==> src/rtl/fifo_async_pkg.sv <==
// Shared definitions for the FIFO_Async family: safe clog2 and parameter sanity checks.
package fifo_async_pkg;

    localparam int MIN_WIDTH       = 1;
    localparam int MIN_RD_LAT      = 1;
    localparam int MIN_SKID_MARGIN = 2;

    // Pointer width that never collapses to zero bits for tiny depths.
    function automatic int clog2_safe(input int n);
        return (n <= 2) ? 1 : $clog2(n);
    endfunction

    // The skid buffer must hold the head word, the word in capture and every in-flight read.
    function automatic bit skid_depth_ok(input int rdLat, input int depth);
        return depth >= rdLat + MIN_SKID_MARGIN;
    endfunction

endpackage

==> src/rtl/stream_skid_buf.sv <==
// Register ring holding words captured from the FIFO read port until the consumer takes them.
module stream_skid_buf
    import fifo_async_pkg::*;
#(
    parameter int WIDTH = 8,
    parameter int DEPTH = 3
) (
    input  logic                         i_clk,
    input  logic                         i_rst_n,
    input  logic                         i_Push,
    input  logic [WIDTH-1:0]             i_PushData,
    input  logic                         i_Pop,
    input  logic                         i_Flush,
    output logic                         o_Valid,
    output logic [WIDTH-1:0]             o_Data,
    output logic [$clog2(DEPTH+1)-1:0]   o_Level
);

    localparam int PTR_W = clog2_safe(DEPTH);
    localparam int LVL_W = $clog2(DEPTH + 1);

    logic [WIDTH-1:0] r_Mem [DEPTH];
    logic [PTR_W-1:0] r_Head;
    logic [PTR_W-1:0] r_Tail;
    logic [LVL_W-1:0] r_Level;
    logic             w_Push;
    logic             w_Pop;

    function automatic logic [PTR_W-1:0] ptr_next(input logic [PTR_W-1:0] p);
        return (p == PTR_W'(DEPTH - 1)) ? '0 : p + 1'b1;
    endfunction

    // Flush wins over both push and pop so nothing survives the flush edge.
    assign w_Pop  = i_Pop && (r_Level != '0) && !i_Flush;
    assign w_Push = i_Push && !i_Flush;

    always_ff @(posedge i_clk or negedge i_rst_n) begin
        if (!i_rst_n) begin
            r_Head  <= '0;
            r_Tail  <= '0;
            r_Level <= '0;
        end else if (i_Flush) begin
            r_Head  <= '0;
            r_Tail  <= '0;
            r_Level <= '0;
        end else begin
            if (w_Push) r_Tail <= ptr_next(r_Tail);
            if (w_Pop)  r_Head <= ptr_next(r_Head);
            case ({w_Push, w_Pop})
                2'b10:   r_Level <= r_Level + 1'b1;
                2'b01:   r_Level <= r_Level - 1'b1;
                default: r_Level <= r_Level;
            endcase
        end
    end

    always_ff @(posedge i_clk) begin
        if (w_Push) r_Mem[r_Tail] <= i_PushData;
    end

    assign o_Valid = (r_Level != '0);
    assign o_Data  = o_Valid ? r_Mem[r_Head] : '0;
    assign o_Level = r_Level;

    // Credit accounting upstream guarantees a free slot for every capture.
    a_noFullPush: assert property (@(posedge i_clk) disable iff (!i_rst_n)
        !(w_Push && (r_Level == LVL_W'(DEPTH))));

endmodule

==> src/rtl/fifo_rd_stream.sv <==
// Read-side drain stage: turns the FIFO_Async enable/empty port into a valid/ready stream.
module fifo_rd_stream
    import fifo_async_pkg::*;
#(
    parameter int WIDTH      = 8,
    parameter int RD_LAT     = 1,
    parameter int SKID_DEPTH = 3
) (
    input  logic                              i_clk,
    input  logic                              i_rst_n,
    output logic                              o_RD_En,
    input  logic                              i_Empty,
    input  logic [WIDTH-1:0]                  i_RD_Data,
    input  logic                              i_Flush,
    output logic                              o_Valid,
    input  logic                              i_Ready,
    output logic [WIDTH-1:0]                  o_Data,
    output logic [$clog2(SKID_DEPTH+1)-1:0]   o_Level
);

    localparam int LVL_W = $clog2(SKID_DEPTH + 1);
    localparam int OCC_W = $clog2(SKID_DEPTH + RD_LAT + 1);

    if (!skid_depth_ok(RD_LAT, SKID_DEPTH)) begin : g_depthCheck
        $error("fifo_rd_stream: SKID_DEPTH must be at least RD_LAT+2");
    end
    if (RD_LAT < MIN_RD_LAT || WIDTH < MIN_WIDTH) begin : g_paramCheck
        $error("fifo_rd_stream: RD_LAT and WIDTH must be at least 1");
    end

    logic              r_Run;
    logic [RD_LAT:1]   r_Pipe;
    logic [OCC_W-1:0]  w_InFlight;
    logic [OCC_W-1:0]  w_Occ;
    logic [LVL_W-1:0]  w_Level;
    logic              w_RdEn;

    always_comb begin
        w_InFlight = '0;
        for (int k = 1; k <= RD_LAT; k++) begin
            w_InFlight = w_InFlight + OCC_W'(r_Pipe[k]);
        end
    end

    // Issue only when every outstanding read already has a reserved slot.
    assign w_Occ   = w_InFlight + OCC_W'(w_Level);
    assign w_RdEn  = r_Run && !i_Empty && !i_Flush && (w_Occ < OCC_W'(SKID_DEPTH));
    assign o_RD_En = w_RdEn;
    assign o_Level = w_Level;

    always_ff @(posedge i_clk or negedge i_rst_n) begin
        if (!i_rst_n) begin
            r_Run  <= 1'b0;
            r_Pipe <= '0;
        end else begin
            r_Run <= 1'b1;
            if (i_Flush) begin
                r_Pipe <= '0;
            end else begin
                r_Pipe[1] <= w_RdEn;
                for (int k = 2; k <= RD_LAT; k++) begin
                    r_Pipe[k] <= r_Pipe[k-1];
                end
            end
        end
    end

    stream_skid_buf #(
        .WIDTH (WIDTH),
        .DEPTH (SKID_DEPTH)
    ) u_skidBuf (
        .i_clk      (i_clk),
        .i_rst_n    (i_rst_n),
        .i_Push     (r_Pipe[RD_LAT]),
        .i_PushData (i_RD_Data),
        .i_Pop      (i_Ready),
        .i_Flush    (i_Flush),
        .o_Valid    (o_Valid),
        .o_Data     (o_Data),
        .o_Level    (w_Level)
    );

endmodule

==> config.mk <==
export PLATFORM = sky130hd
export DESIGN_NAME = fifo_rd_stream
export DESIGN_NICKNAME = d
export VERILOG_FILES = /design/src/rtl/fifo_async_pkg.sv /design/src/rtl/stream_skid_buf.sv /design/src/rtl/fifo_rd_stream.sv
export SDC_FILE = /design/constraint.sdc
export NUM_CORES = 1
export LEC_CHECK = 0
export CAP_MARGIN = 5
export CORE_MARGIN = 8
export CORE_UTILIZATION = 43
export DETAILED_ROUTE_END_ITERATION = 12
export PLACE_DENSITY = 0.68
export SYNTH_ARGS = -nofsm -noshare
export SYNTH_HDL_FRONTEND = slang
export SYNTH_SLANG_ARGS = --single-unit
==> constraint.sdc <==
create_clock -name i_clk -period 2.7 [get_ports i_clk]
set_input_delay 0.675 -clock i_clk [delete_from_list [all_inputs] [get_ports i_clk]]
set_output_delay 0.675 -clock i_clk [all_outputs]
set_load 0.02 [all_outputs]
==> flow_summary.toml <==
[run_status]
outcome = "finished clean"

[clock_tree]
cts_root_buffer = "clkbuf_4"
numCtsBuffers = 5
cts_tree = "yes"
clk_latency_ns = 0.33
cts.path.max_buffers = 2
clock_sinks = 32
h-tree-depth = 2
clkTransAtPathRegs_ns = 0.11

[drt]
routed_wl_um = 2725
first_pass_iters = 4
top_layer_used = "met4"
drc = 0
ant_nets = 0
met2_length_um = 1476
viasPerCell = 4.756
wire_per_inst_um = 15.14
drt_iter0_drc = 36
vias = 856
drt-met1-wl_um = 1049
wl_met3_um = 160

[sta]
max_freq_mhz = 380.4
hold_violations = 0
finalMaxSlewViolations = 0
grt_setup_unrepaired = "no"
fin_crit_ns = 2.629
finalClockSkew_ns = 0.01791
setup_violations = 0
period_share_pct = 97.36

[yosys]
avgSynthCellArea_um2 = 14.46
synthAdderAreaFrac_pct = 1.842
synth_warnings = 0
synth-simple-area-share_pct = 9.392
synth_cells = 94
synth_mux_area_share_pct = 14.00
yosys_register_bits = 32
synth_xor_area_share_pct = 0
synth_top_family_by_area = "multiplexers"
ys_seq_area_share_pct = 67.77
ys_types = 24
synth_compound_area_share_pct = 4.880
netlist_area_um2 = 1359
synth_nets = 109

[die]
die_height_um = 72.22
io_pins = 25
fp.coreArea_um2 = 3028
rows = 20
start_util_pct = 44.88
die_w_um = 72.22
die_area_um2 = 5215

[place]
routabilityCongestion = 0.7726
portBuffers = 24
dp_cells = 170
dp_hpwl_um = 1957

[final_layout]
nFillCells = 252
drive_above_1_share_pct = 24.26
num-nets-final = 150
final_cell_mix = "edfxtp_1, clkdlybuf4s50_1, nor2_1, buf_4, mux2i_1"
area_delta_synth_final_pct = 34.62
layout_commonest_cell = "edfxtp_1"
fin_cells = 180
antenna_cells = 0

[grt]
grt_pass1_wl_um = 4360
antenna_found_initial = 0
grtUsageTotal_pct = 11.09
overflow = 0
grt_pass1_vias = 941
grt_max_degree = 12

[job]
cap_violations = 0

[pwr]
p_per_area_nw_per_um2 = 525.9
p_total_uw = 962.0
ir_worst_vdd_mv = 0.4279
p_leak_nw = 0.7184

[setup_path]
end_kind = "output pin"
path_class = "primary input to output pin"
cp.required_ns = 2.03
crit_arrival_ns = 1.95
path_max_fanout = 2
worst_setup_path_start_kind = "primary input"

[min_path]
hp-class = "primary input to asynchronous set/reset pin"
[flip-flops by register name, indices dropped and copies added (netlist names)]
name	cells
u_skidBuf.r_Tail	2
u_skidBuf.r_Head	2
r_Pipe	1
u_skidBuf.o_Level	2
u_skidBuf.r_Mem	24
r_Run	1
[metal layers]
layer,global-route usage [%],vias to the layer above
met5,0,-
met4,5.442,0
met3,4.132,5
met2,19.46,19
met1,11.27,401
li1,-,431
[power breakdown]
part           total, mW  switching, mW  internal [mW]
Combinational     0.0735         0.0332         0.0402
Sequential         0.539        0.00347          0.536
Clock              0.349          0.155          0.194
Total              0.962          0.192          0.770
[cells in the mapped netlist]
| cell | instances | area share (%) |
|---|---|---|
| o21ai_2 | 1 | 0.64 |
| nor3_1 | 1 | 0.37 |
| edfxtp_1 | 24 | 53 |
| nand2_1 | 2 | 0.55 |
| or3b_1 | 1 | 0.64 |
| dfrtp_1 | 8 | 15 |
| buf_2 | 2 | 0.74 |
| nor2_1 | 11 | 3.0 |
| o21ai_0 | 2 | 0.74 |
| or3_1 | 1 | 0.46 |
| a21oi_1 | 6 | 2.2 |
| a211oi_1 | 1 | 0.55 |
| mux2_2 | 8 | 6.6 |
| clkbuf_1 | 1 | 0.28 |
| ha_1 | 2 | 1.8 |
| nand3b_1 | 2 | 1.1 |
| a41o_1 | 1 | 0.74 |
| conb_1 | 1 | 0.28 |
| nor3b_1 | 2 | 1.1 |
| nand2b_1 | 2 | 0.92 |
| mux2i_1 | 10 | 7.4 |
| or4b_1 | 1 | 0.74 |
| inv_1 | 3 | 0.83 |
| or2_2 | 1 | 0.46 |
[layout make-up]
class	instances	area, um^2	share of cell area [%]
clock inverters	2	35.03	1.915
repair buffers	37	350.3	19.15
well taps	44	55.05	3.010
flip-flops and latches	32	923.4	50.48
multi-input cells	56	412.9	22.57
inverters	3	11.26	0.6156
clock buffers	6	41.29	2.257
[metrics by stage]
stage	setup WS (ns)	area (um^2)	setup TNS, ns	util, %	hold slack, ns
after global routing	0.01638	1829	0	60.41	0.6189
after floorplan	0.2932	1359	0	-	0.3794
after detailed placement	-0.3854	1723	-0.3854	56.90	0.5994
after global placement	-0.3425	1723	-0.3425	56.90	0.5769
after CTS	0.007321	1795	0	59.30	0.6127
final	0.07137	1829	0	60.41	0.6085
[worst paths after layout]
check | startpoint | to | slack, ns | depth (start not counted)
min reg2reg | r_Pipe | r_Pipe | 0.62 | 2
min in group i_clk | r_Pipe | r_Pipe | 0.62 | 2
max | i_Flush | o_RD_En | 0.07 | 4
max in group asynchronous | i_rst_n | u_skidBuf.r_Head[1] | 1.81 | 1
max reg2reg | u_skidBuf.o_Level[0] | r_Pipe | 1.21 | 4
min | i_rst_n | u_skidBuf.o_Level[1] | 0.61 | 1
[repair_timing]
item                                    in CTS  in global routing
gates cloned                                 0                  0
gates resized for setup                      5                  4
pin swaps                                    0                  0
setup buffers                                0                  2
endpoints found under the setup margin       9                  8
hold buffers                                 0                  0
[critical path, stage by stage]
cell             delay (ns)
clkdlybuf4s50_1        0.42
or4b_1                 0.56
a21oi_1                0.13
buf_2                  0.17
[kinds of logic after synthesis]
logic type	count (synthesis)
other	1
AND/OR/NAND/NOR	24
AO/OA/AOI/OAI	11
flip-flops	32
adder cells (fa/ha/maj)	2
multiplexers	18
buffers and inverters	6
Power figures use the tool's default switching activity.
